==> src/rtl/alu_exec_ctrl_pkg.sv <==
// ---------------------------------------------------------------------------
// alu_exec_ctrl_pkg
// Shared definitions for the ALU issue/write-back controller:
//   - ALUOP_* operation codes understood by the 8-bit ALU
//   - FSM state encoding (ST_IDLE / ST_EXEC)
//   - packed flag record {Z,S,C,OF}
// ---------------------------------------------------------------------------
package alu_exec_ctrl_pkg;

    localparam int ALUOP_W = 5;
    localparam int FLAGS_W = 4;

    // ALU operation codes
    localparam logic [ALUOP_W-1:0] ALUOP_PD1 = 5'd0;   // pass Data1, flags untouched
    localparam logic [ALUOP_W-1:0] ALUOP_PD2 = 5'd1;   // pass Data2, flags untouched
    localparam logic [ALUOP_W-1:0] ALUOP_ADD = 5'd2;
    localparam logic [ALUOP_W-1:0] ALUOP_ADC = 5'd3;   // add with ALU-internal carry
    localparam logic [ALUOP_W-1:0] ALUOP_SUB = 5'd4;   // C = borrow
    localparam logic [ALUOP_W-1:0] ALUOP_SBB = 5'd5;
    localparam logic [ALUOP_W-1:0] ALUOP_AND = 5'd6;
    localparam logic [ALUOP_W-1:0] ALUOP_OR  = 5'd7;
    localparam logic [ALUOP_W-1:0] ALUOP_XOR = 5'd8;
    localparam logic [ALUOP_W-1:0] ALUOP_NOT = 5'd9;   // flags untouched
    localparam logic [ALUOP_W-1:0] ALUOP_INC = 5'd10;
    localparam logic [ALUOP_W-1:0] ALUOP_DEC = 5'd11;

    typedef enum logic {
        ST_IDLE = 1'b0,
        ST_EXEC = 1'b1
    } state_t;

    typedef struct packed {
        logic z;
        logic s;
        logic c;
        logic of;
    } flags_t;

    function automatic flags_t make_flags(input logic z, input logic s,
                                          input logic c, input logic of);
        flags_t f;
        f.z  = z;
        f.s  = s;
        f.c  = c;
        f.of = of;
        return f;
    endfunction

endpackage

==> src/rtl/alu_exec_ctrl_reg_file.sv <==
// ---------------------------------------------------------------------------
// reg_file_8x8
// Architectural register file for the issue controller.
//   clk        : write clock (posedge)
//   rst_n      : asynchronous, active-low clear of every entry
//   we/waddr/wdata : single synchronous write port
//   raddr_a/rdata_a, raddr_b/rdata_b : combinational operand read ports
//   dbg_addr/dbg_data : combinational debug read port
// Reads are combinational so a value written at one edge is seen by an
// operand fetch at the following edge without any bypass path.
// NREGS must equal 2**RW.
// ---------------------------------------------------------------------------
module reg_file_8x8 #(
    parameter int NREGS = 8,
    parameter int RW    = 3,
    parameter int DW    = 8
) (
    input  logic          clk,
    input  logic          rst_n,
    input  logic          we,
    input  logic [RW-1:0] waddr,
    input  logic [DW-1:0] wdata,
    input  logic [RW-1:0] raddr_a,
    output logic [DW-1:0] rdata_a,
    input  logic [RW-1:0] raddr_b,
    output logic [DW-1:0] rdata_b,
    input  logic [RW-1:0] dbg_addr,
    output logic [DW-1:0] dbg_data
);

    logic [DW-1:0] words [NREGS];

    // One register per entry, each with its own decoded write enable.
    generate
        for (genvar gi = 0; gi < NREGS; gi++) begin : g_word
            logic [DW-1:0] word_reg;
            logic          hit;

            assign hit = we && (waddr == RW'(gi));

            always_ff @(posedge clk or negedge rst_n) begin
                if (!rst_n) begin
                    word_reg <= '0;
                end else if (hit) begin
                    word_reg <= wdata;
                end
            end

            assign words[gi] = word_reg;
        end
    endgenerate

    assign rdata_a  = words[raddr_a];
    assign rdata_b  = words[raddr_b];
    assign dbg_data = words[dbg_addr];

endmodule

==> src/rtl/alu_exec_ctrl.sv <==
// ---------------------------------------------------------------------------
// alu_exec_ctrl
// Issue / write-back controller sitting between the instruction decoder and
// the 8-bit ALU. Accepts one instruction per handshake, fetches operands
// from the internal register file, drives the ALU for one cycle, then
// captures result and flags and writes the result back.
//
// Ports:
//   i_CLK, i_RST          clock (posedge) / async active-low reset
//   i_Valid, o_Ready      instruction handshake (o_Ready high only in IDLE)
//   i_Op, i_Rd, i_Rs, i_Imm, i_UseImm, i_NoWB   instruction fields
//   o_Data1, o_Data2, o_ALUOp                   ALU operand/op drive
//   i_Result, i_Z, i_S, i_C, i_OF               ALU result/flags
//   o_Flags {Z,S,C,OF}, o_Done, o_WBData        completion outputs
//   i_DbgAddr, o_DbgData                        debug register read
//
// Timing: accept at edge N, ALU evaluates on the following negedge,
// completion (o_Done, flags, write-back) at edge N+1, next accept at N+2.
// ---------------------------------------------------------------------------
module alu_exec_ctrl
    import alu_exec_ctrl_pkg::*;
#(
    parameter int NREGS = 8,
    parameter int RW    = 3,
    parameter int DW    = 8
) (
    input  logic               i_CLK,
    input  logic               i_RST,
    input  logic               i_Valid,
    output logic               o_Ready,
    input  logic [ALUOP_W-1:0] i_Op,
    input  logic [RW-1:0]      i_Rd,
    input  logic [RW-1:0]      i_Rs,
    input  logic [DW-1:0]      i_Imm,
    input  logic               i_UseImm,
    input  logic               i_NoWB,
    output logic [DW-1:0]      o_Data1,
    output logic [DW-1:0]      o_Data2,
    output logic [ALUOP_W-1:0] o_ALUOp,
    input  logic [DW-1:0]      i_Result,
    input  logic               i_Z,
    input  logic               i_S,
    input  logic               i_C,
    input  logic               i_OF,
    output logic [FLAGS_W-1:0] o_Flags,
    output logic               o_Done,
    output logic [DW-1:0]      o_WBData,
    input  logic [RW-1:0]      i_DbgAddr,
    output logic [DW-1:0]      o_DbgData
);

    state_t               state_reg,  state_next;
    logic [DW-1:0]        data1_reg,  data1_next;
    logic [DW-1:0]        data2_reg,  data2_next;
    logic [ALUOP_W-1:0]   aluop_reg,  aluop_next;
    logic [RW-1:0]        rd_reg,     rd_next;
    logic                 nowb_reg,   nowb_next;
    flags_t               flags_reg,  flags_next;
    logic                 done_reg,   done_next;
    logic [DW-1:0]        wbdata_reg, wbdata_next;

    logic [DW-1:0]        rd_data;
    logic [DW-1:0]        rs_data;
    logic                 rf_we;

    reg_file_8x8 #(
        .NREGS (NREGS),
        .RW    (RW),
        .DW    (DW)
    ) u_rf (
        .clk      (i_CLK),
        .rst_n    (i_RST),
        .we       (rf_we),
        .waddr    (rd_reg),
        .wdata    (i_Result),
        .raddr_a  (i_Rd),
        .rdata_a  (rd_data),
        .raddr_b  (i_Rs),
        .rdata_b  (rs_data),
        .dbg_addr (i_DbgAddr),
        .dbg_data (o_DbgData)
    );

    // State register
    always_ff @(posedge i_CLK or negedge i_RST) begin
        if (!i_RST) begin
            state_reg <= ST_IDLE;
        end else begin
            state_reg <= state_next;
        end
    end

    // Next-state and datapath next values
    always_comb begin
        state_next  = state_reg;
        data1_next  = data1_reg;
        data2_next  = data2_reg;
        aluop_next  = aluop_reg;
        rd_next     = rd_reg;
        nowb_next   = nowb_reg;
        flags_next  = flags_reg;
        wbdata_next = wbdata_reg;
        done_next   = 1'b0;
        rf_we       = 1'b0;

        case (state_reg)
            ST_IDLE: begin
                // PD1 leaves the ALU flags alone while nothing is in flight.
                aluop_next = ALUOP_PD1;
                if (i_Valid) begin
                    data1_next = rd_data;
                    data2_next = i_UseImm ? i_Imm : rs_data;
                    aluop_next = i_Op;
                    rd_next    = i_Rd;
                    nowb_next  = i_NoWB;
                    state_next = ST_EXEC;
                end
            end
            ST_EXEC: begin
                // ALU settled on the negedge inside this cycle; retire now.
                flags_next  = make_flags(i_Z, i_S, i_C, i_OF);
                wbdata_next = i_Result;
                rf_we       = !nowb_reg;
                done_next   = 1'b1;
                aluop_next  = ALUOP_PD1;
                state_next  = ST_IDLE;
            end
            default: begin
                state_next = ST_IDLE;
            end
        endcase
    end

    // Datapath registers
    always_ff @(posedge i_CLK or negedge i_RST) begin
        if (!i_RST) begin
            data1_reg  <= '0;
            data2_reg  <= '0;
            aluop_reg  <= ALUOP_PD1;
            rd_reg     <= '0;
            nowb_reg   <= 1'b0;
            flags_reg  <= '0;
            done_reg   <= 1'b0;
            wbdata_reg <= '0;
        end else begin
            data1_reg  <= data1_next;
            data2_reg  <= data2_next;
            aluop_reg  <= aluop_next;
            rd_reg     <= rd_next;
            nowb_reg   <= nowb_next;
            flags_reg  <= flags_next;
            done_reg   <= done_next;
            wbdata_reg <= wbdata_next;
        end
    end

    assign o_Ready  = (state_reg == ST_IDLE);
    assign o_Data1  = data1_reg;
    assign o_Data2  = data2_reg;
    assign o_ALUOp  = aluop_reg;
    assign o_Flags  = flags_reg;
    assign o_Done   = done_reg;
    assign o_WBData = wbdata_reg;

endmodule

==> config.mk <==
export PLATFORM = sky130hd
export DESIGN_NAME = alu_exec_ctrl
export DESIGN_NICKNAME = d
export VERILOG_FILES = /design/src/rtl/alu_exec_ctrl_pkg.sv /design/src/rtl/alu_exec_ctrl_reg_file.sv /design/src/rtl/alu_exec_ctrl.sv
export SDC_FILE = /design/constraint.sdc
export NUM_CORES = 1
export LEC_CHECK = 0
export CAP_MARGIN = 0
export CORE_MARGIN = 8
export CORE_UTILIZATION = 55
export DETAILED_ROUTE_END_ITERATION = 12
export PLACE_DENSITY = 0.86
export SKIP_LAST_GASP = 1
export SLEW_MARGIN = 0
export SYNTH_ARGS = -nofsm -noshare
export SYNTH_HDL_FRONTEND = slang
export SYNTH_SLANG_ARGS = --single-unit
==> constraint.sdc <==
create_clock -name i_CLK -period 3 [get_ports i_CLK]
set_clock_uncertainty 0.2 [all_clocks]
set_input_delay 0.6 -clock i_CLK [delete_from_list [all_inputs] [get_ports i_CLK]]
set_output_delay 0.6 -clock i_CLK [all_outputs]
set_load 0.1 [all_outputs]
==> results.yml <==
outcome:
  run_status: "finished with violations"
  violations: "negative hold slack"
yosys:
  postSynthAreaPerCell_um2: 12.8
  yosysSeqAreaShare_pct: 47.4
  synth_seq_cells: 103
  synth_edf_count: 0
  synth_warnings: 0
  postSynth.asyncResetShare_pct: 100
  synth_cells: 424
  ys.flop_type: "dfrtp_1"
  syn_area_um2: 5430
  syn-num-nets: 463
  synthDistinctLibCells: 30
pwr:
  power_frac_clock_pct: 15.4
  total_power_w: 0.00588
  p_int_w: 0.00340
  swShare_pct: 42.2
  p_leak_nw: 3.00
  p_sw_w: 0.00248
  seqPwrFrac_pct: 39.3
  power.density_nw_per_um2: 879
  vdd_ir_drop_max_v: 0.000638
  power_frac_comb_pct: 45.3
grt:
  track_usage_pct: 22.2
  grt_pass1_vias: 4118
  overflow: 0
  grt_pass1_wl_mm: 22.6
  antenna_found_initial: 0
  grt_max_degree: 67
place:
  finalWeightedCongestion: 0.864
  dp_cells: 628
  io_buffer_count: 81
  place_area_um2: 6450
  place_hpwl_mm: 9.58
drt:
  wl_met2_mm: 6.60
  wirelength_met1_mm: 5.92
  vias: 4008
  routed.top_layer: "met4"
  drt_iter0_drc: 303
  drc_errors: 0
  via_per_inst: 6.21
  wl_per_cell_um: 22.1
  drt.antenna.violating_nets: 0
  drt_wl_total_mm: 14.3
  dr.pass1.iters: 5
  wl_met3_mm: 1.34
critical_path:
  reg2reg_depth: 4
  critPathSlowestCell: "mux4_2"
  cp-startpoint: "i_DbgAddr[0]"
  end_kind: "output port"
  start_kind: "input port"
  path_buf_inv: 3
  setup.worst_path.end: "o_DbgData[2]"
  worstPathMaxFanout: 8
  cpPeakStageDelay_ns: 0.50
  r2r-start: "state_reg$_DFF_PN0_"
  ff2ff_setup_slack_ns: 0.88
  critPathArrivalTime_ns: 2.15
  worst-path-stages: 5
  cp_cell_sequence: "dlygate4sd2_1 -> buf_12 -> mux4_2 -> mux2_2 -> buf_12"
  cp_top_family: "multiplexers"
  critical_path_required_ns: 2.20
  regToRegEndpoint: "u_rf.g_word[6].word_reg[7]$_DFFE_PN0P_"
  cp_common_cell: "buf_12"
  path_class: "input port to output port"
final_layout:
  largest_register_ffs: 64
  final_nets: 546
  final_area_um2: 6690
  n_fill_cell: 671
  drive_gt1_share_pct: 37.9
  syn_to_final_growth_pct: 23.1
  num_antenna_cells: 0
  layout_common_cells: "dfrtp_1 (103), mux2_2 (92), mux2i_1 (56)"
  layout_commonest_cell: "dfrtp_1"
  fin_cells: 645
timing:
  worst_slew_pin_slew_ns: 0.782
  relSlewSlack_pct: 47.8
  finalMaxSlewViolations: 0
  whs_ns: -0.00281
  hold_viol_final: 7
  finalSetupViolations: 0
  max_freq_ghz: 0.339
  finalCritPeriodShare_pct: 98.3
  rsz0062_at_grt: "no"
  final.setup.tns_ns: 0
  min_period_ns: 2.95
clock_tree:
  cts_buffer_depth: 2
  cts_tree: "done"
  cts_sinks: 103
  insertion_delay_ns: 0.36
  clk_pin_slew_ns: 0.10
  cts_buffers: 9
  holdBufCountCts: 0
  clock-root-buffer: "clkbuf_8"
  cts_setup_buffers: 0
  htree_levels: 3
die:
  die_w_um: 115
  core_um2: 9680
  die_height_um: 115
  die_area_um2: 13300
  ios: 82
  fp-row-count: 36
  initial_utilization_pct: 56.1
flow_run:
  drv_cap: 0
worst_hold_path:
  hold_class: "input port to async pin"
[synth_stat cells (all sizes together) (6+ instances only)]
cell type | count | area, um2
buf | 17 | 80.1
nand2 | 35 | 131
and2 | 6 | 37.5
nand3 | 20 | 100
mux2 | 92 | 1040
mux2i | 56 | 561
a22oi | 20 | 150
nand3b | 7 | 72.6
nor2 | 9 | 36.3
mux4 | 16 | 360
clkbuf | 9 | 33.8
dfrtp | 103 | 2580
[metal layers]
metal	vias to the layer above	GRT usage [%]
li1	1742	-
met1	2024	28.8
met2	206	35.0
met3	36	5.83
met4	0	8.14
met5	-	0
[final cells by class]
class	instances	area, um2	share of cell area (%)
clock buffers	12	155	2.32
repair buffers	98	992	14.8
inverters	2	7.51	0.112
multi-input cells	293	2730	40.9
clock inverters	4	53.8	0.805
flip-flops and latches	103	2580	38.5
well taps	133	166	2.49
[per-stage QoR]
step / hold WS [ns] / setup slack (ns) / util, %
3_5_place_dp: 0.265 / -0.111 / 66.6
6_report: -0.00281 / 0.0504 / 69.0
5_1_grt: 0.0257 / 0.0119 / 69.0
2_1_floorplan: 0.104 / 0.0696 / -
4_1_cts: 0.0137 / 0.00501 / 69.1
3_3_place_gp: 0.260 / -0.0975 / 66.6
[power groups by stage]
stage          clock [W]  combinational, W  sequential (W)
2_1_floorplan          0           0.00146         0.00273
3_3_place_gp           0           0.00259         0.00229
3_5_place_dp           0           0.00265         0.00232
4_1_cts         0.000917           0.00267         0.00229
5_1_grt         0.000980           0.00280         0.00237
6_report        0.000905           0.00266         0.00231
[how the worst min path moves through the flow]
stage                                  end                    from  cells past startpoint  slack, ns
finish              o_Data2[7]$_DFFE_PN0P_                   i_RST                      1     -0.003
CTS                   o_ALUOp[0]$_DFF_PN0_                   i_RST                      1       0.01
detailed placement  o_Data1[4]$_DFFE_PN0P_  o_Data1[4]$_DFFE_PN0P_                      2       0.27
global placement    o_Data1[1]$_DFFE_PN0P_  o_Data1[1]$_DFFE_PN0P_                      2       0.26
floorplan             nowb_reg$_DFFE_PN0P_                   i_RST                      0       0.10
global route          o_ALUOp[0]$_DFF_PN0_                   i_RST                      1       0.03
[kinds of logic (layout without fill, tap and decap cells)]
family	Yosys count	in the layout	synth area share, %
mux	164	164	36.0
buf+inv	28	116	2.23
compound gates	40	40	5.16
simple gates	89	89	9.14
flops	103	103	47.4
[worst register-to-register path, delay by kind of cell, from the launching register on]
kind,cells,cell delay (ns)
buf+inv,2,0.38
flops,1,0.51
mux,1,0.34
simple gates,1,0.58
[what timing repair did]
action / CTS / global route
resized for setup: 1 / 1
gates cloned: 1 / 0
endpoints found under the setup margin: 8 / 6
(Power assumes the default switching activity.)
==> edit 1: new RTL, same flow settings <==
`RW` is set to 3 in 2 places; all go to 6.
--- a/src/rtl/alu_exec_ctrl_reg_file.sv
+++ b/src/rtl/alu_exec_ctrl_reg_file.sv
@@ -12,7 +12,7 @@
 // ---------------------------------------------------------------------------
 module reg_file_8x8 #(
     parameter int NREGS = 8,
-    parameter int RW    = 3,
+    parameter int RW    = 6,
     parameter int DW    = 8
 ) (
     input  logic          clk,
--- a/src/rtl/alu_exec_ctrl.sv
+++ b/src/rtl/alu_exec_ctrl.sv
@@ -21,7 +21,7 @@
     import alu_exec_ctrl_pkg::*;
 #(
     parameter int NREGS = 8,
-    parameter int RW    = 3,
+    parameter int RW    = 6,
     parameter int DW    = 8
 ) (
     input  logic               i_CLK,
Ports: changed (resized i_DbgAddr, i_Rd and i_Rs); port bits go from 82 to 91. The function was not compared with the original's and may differ.
==> edit 1 against the original RTL <==
  * Sequential cell count rose by 3
  * Cell area rose by 1.1%
  * Setup slack gained 0.055 ns
  * Die area is 1.3% higher
  * Combinational power decreased by 21%
  * Register-to-register slack got worse by 0.07 ns
  * Wire length up 4.9%
  * Total power decreased by 15%
  * Worst hold slack gained 0.29 ns
  * Synthesized area up 1.5%
  * Global-route usage is 1.0 points higher
==> edit 1: results <==
set metrics [dict create \
    largest_reg_flops 64 \
    seqCellArea_mm2 0.00265 \
    r2r_slack_ns 0.81 \
    endpoint "o_DbgData[7]" \
    nMultiInputCombCells 301 \
    clockNetworkAreaShare_pct 2.52 \
    place_ws_ns -0.126 \
    power_switching_w 0.00210 \
    dpl_cell_area_mm2 0.00655 \
    nonClkBufAreaFrac_pct 15.1 \
    vias 4041 \
    placed_cells 641 \
    clock_latency_ns 0.38 \
    final_cell_area_mm2 0.00676 \
    critPathMaxFanout 16 \
    grt_max_degree 52 \
    dr.pass1.iters 4 \
    grt_usage_pct 23.2 \
    clkbuf_count 10 \
    hpwlAfterDp_um 10100 \
    critPathLaunch "i_DbgAddr[1]" \
    power.leakage_nw 3.03 \
    fmaxAchievable_mhz 346 \
    cpLargestDelayFamily "buffers and inverters" \
    numPortBuffers 84 \
    drtIter0Drc 265 \
    cts_max_path_buffers 2 \
    grt_pass1_wl_um 23700 \
    synthCells 435 \
    ir_worst_vdd_mv 0.553 \
    synth_nets 483 \
    r2r-end "u_rf.g_word[2].word_reg[1]" \
    seq_area_frac_synth_pct 48.1 \
    routabilityCongestion 0.837 \
    grt_pass1_vias 4273 \
    fin_hold_ws_ns 0.289 \
    slowest_stage "clkdlybuf4s50_1" \
    tightest_slew_ns 0.733 \
    multi_input_area_share_pct 40.5 \
    ys_seq_elements 106 \
    synth_ff_type "dfrtp_1" \
    area_growth_pct 22.6 \
    wl_per_cell_um 22.7 \
    min_path_type "flop to flop" \
    buffers 101 \
    vias_per_cell 6.13 \
    status "finished clean" \
    fillerInstances 690 \
    nets 569 \
    drive_gt1_share_pct 36.3 \
    synth_common_cells "dfrtp_1 (106), mux2_2 (90), mux2i_1 (55), nand2_1 (39)" \
    postCtsHoldBufs 1 \
    ys_top_cells_by_area "dfrtp_1 (48%), mux2_2 (18%), mux2i_1 (10%), mux4_2 (6.5%), nand2_1 (2.7%)" \
    cts.repair.resized 2 \
    synthDistinctLibCells 31 \
]
-- edit 1: routing by layer --
layer / global-route usage (%) / vias up / routed length, µm
li1: - / 1785 / -
met1: 29.7 / 2030 / 6280
met2: 36.9 / 194 / 6970
met3: 5.02 / 32 / 1260
met4: 11.1 / 0 / 444
met5: 0 / - / 0
-- edit 1: power by group through the flow --
stage | sequential, W | combinational (W) | clock (W)
3_5_place_dp | 0.00208 | 0.00209 | 0
5_1_grt | 0.00211 | 0.00220 | 0.000876
2_1_floorplan | 0.00247 | 0.00104 | 0
6_report | 0.00207 | 0.00210 | 0.000815
4_1_cts | 0.00205 | 0.00211 | 0.000819
3_3_place_gp | 0.00204 | 0.00204 | 0
-- edit 1: cells by family (layout without fill, tap and decap cells) --
kind of cell    after synthesis  count (layout)  share of synthesized area [%]
buf+inv                      28             119                           2.18
flops                       106             106                           48.1
simple gates                 92              92                           8.87
compound gates               48              48                           5.92
mux                         161             161                           34.9
==> edit 2: new RTL, same settings <==
Without the edit above. Make the reset (`i_RST` and `rst_n`) synchronous in 3 clocked blocks. Comments in the files are not updated.
--- a/src/rtl/alu_exec_ctrl_reg_file.sv
+++ b/src/rtl/alu_exec_ctrl_reg_file.sv
@@ -38,7 +38,7 @@
 
             assign hit = we && (waddr == RW'(gi));
 
-            always_ff @(posedge clk or negedge rst_n) begin
+            always_ff @(posedge clk) begin
                 if (!rst_n) begin
                     word_reg <= '0;
                 end else if (hit) begin
--- a/src/rtl/alu_exec_ctrl.sv
+++ b/src/rtl/alu_exec_ctrl.sv
@@ -82,7 +82,7 @@
     );
 
     // State register
-    always_ff @(posedge i_CLK or negedge i_RST) begin
+    always_ff @(posedge i_CLK) begin
         if (!i_RST) begin
             state_reg <= ST_IDLE;
         end else begin
@@ -132,7 +132,7 @@
     end
 
     // Datapath registers
-    always_ff @(posedge i_CLK or negedge i_RST) begin
+    always_ff @(posedge i_CLK) begin
         if (!i_RST) begin
             data1_reg  <= '0;
             data2_reg  <= '0;
Behaviour: differs if i_RST is asserted again (counterexample within 4 cycles, from zero or initial values and one cycle with i_RST low); with i_RST held inactive, the same outputs for 4 cycles.
==> edit 2 against the original RTL <==
  * Wire length is 17% higher
  * Sequential share of layout area is 7.3 points lower
  * Sequential cell count stayed put
  * Cell area is 1.3% lower
  * Critical path depth stayed put
  * Synthesized cell count is 32% higher
  * Setup slack worse by 0.013 ns
  * Worst hold slack better by 0.31 ns
  * Synthesized area is 0.99% higher
  * Critical endpoint is now o_DbgData[4]
  * Largest cell class unchanged
  * Highest routed layer unchanged
Power is not compared: it rests on default switching activity, and its combinational part moved more than twofold at a synthesized area within 25%.
==> edit 2: results <==
set metrics [dict create \
    vias 4665 \
    slowest_stage "mux4_2" \
    synth_compound_area_share_pct 12.2 \
    cpLargestDelayFamily "multiplexers" \
    synth_mux_area_share_pct 29.4 \
    ys_top_cells_by_area "dfxtp_1 (38%), mux2i_1 (21%), nor2b_1 (6.6%), mux4_2 (6.6%), a21boi_0 (3.8%)" \
    status "finished clean" \
    drtIter0Drc 361 \
    synthDistinctLibCells 29 \
    largest_reg_flops 64 \
    dpl_cell_area_mm2 0.00639 \
    seq_area_frac_synth_pct 37.6 \
    vias_per_cell 6.16 \
    synth_common_cells "mux2i_1 (116), dfxtp_1 (103), nor2b_1 (58), nand2_1 (51)" \
    clock_latency_ns 0.38 \
    synthArstFlopShare_pct 0 \
    tightest_slew_ns 0.874 \
    numPortBuffers 81 \
    diodes 0 \
    grt_pass1_wl_um 25800 \
    cts_buffers 9 \
    nets 658 \
    placed_cells 740 \
    final.setup.tns_ns 0 \
    cts_max_path_buffers 2 \
    wl_per_cell_um 22.1 \
    power.leakage_nw 2.77 \
    routabilityCongestion 0.957 \
    grt_max_degree 67 \
    syn_area_per_cell_um2 9.83 \
    hpwlAfterDp_um 11600 \
    htree_levels 3 \
    antenna_found_initial 0 \
    grt_usage_pct 25.1 \
    critPathArrivalTime_ns 2.16 \
    synth_fa_ha_area_share_pct 0 \
    drive_gt1_share_pct 18.3 \
    synth_ff_type "dfxtp_1" \
    synth_nets 597 \
    min_path_type "flop to flop" \
    dr.pass1.iters 5 \
    synth_xor_area_share_pct 0 \
    critPathMaxFanout 8 \
    fillerInstances 771 \
    place_ws_ns -0.110 \
    grt_pass1_vias 4580 \
]
==> edit 2: cell types whose count changed in the layout (fill, tap and decap cells not counted), sizes merged, moves of 5 or more <==
cell,unedited run,this run
dfrtp,103,0
dfxtp,0,103
mux2,92,8
mux2i,56,116
nor2b,4,58
a21boi,0,28
a21oi,4,24
a22o,0,16
nand2,35,51
o21ai,4,16
nand3,20,27
and3,0,5
nand3b,7,2
==> edit 2: report_power, final <==
part	internal (W)	switching, W
Combinational	0.000217	0.000426
Clock	0.000310	0.000514
Sequential	0.00141	0.0000357
==> edit 2: tightest hold or removal path, stage by stage, from the launching register on <==
cell and delay [ns]:
dfxtp_1 0.35, nand2_1 0.06, a21boi_0 0.06
==> edit 2: final cells by class <==
type / count / area (µm²) / area share (%)
multi-input cells: 404 / 3190 / 48.4
clock inverters: 7 / 57.6 / 0.872
clock buffers: 9 / 124 / 1.88
repair buffers: 100 / 996 / 15.1
well taps: 133 / 166 / 2.52
flip-flops and latches: 103 / 2060 / 31.2
inverters: 1 / 3.75 / 0.0569
==> edit 2: through the flow <==
step	hold WS (ns)	util, %
after floorplan	0.265	-
after global placement	0.278	65.6
after detailed placement	0.296	65.6
after CTS	0.309	67.8
after global routing	0.326	67.9
final	0.309	67.9
==> edit 2: kinds of logic after synthesis <==
logic type,after synthesis
and+or+nand+nor,164
muxes,140
DFF,103
AOI/OAI and AO/OA,100
buffers and inverters,51
==> edit 2: repair_timing <==
action / CTS / global route
endpoints found under the setup margin: 8 / 5
gates cloned: 1 / 0
hold endpoints to repair: 0 / 0
hold buffers: 0 / 0
resized for setup: 3 / 1
==> edit 2: path summary, 6_finish.rpt <==
check                        startpoint                          to  slack (ns)  cells after the start
min          u_rf.g_word[1].word_reg[3]  u_rf.g_word[1].word_reg[3]        0.31                      2
max                        i_DbgAddr[0]                o_DbgData[4]        0.04                      5
max reg2reg                   rd_reg[2]  u_rf.g_word[7].word_reg[7]        0.63                      4
min reg2reg  u_rf.g_word[1].word_reg[3]  u_rf.g_word[1].word_reg[3]        0.31                      2
==> edit 2: routing by layer <==
layer	wire, µm	global-route usage, %	share of wire, %	vias to the layer above
met2	7650	39.7	46	247
met5	0	0	0	-
met1	6930	32.1	41	2252
met4	557	11.8	3.3	0
met3	1570	5.11	9.4	51
li1	-	-	-	2115
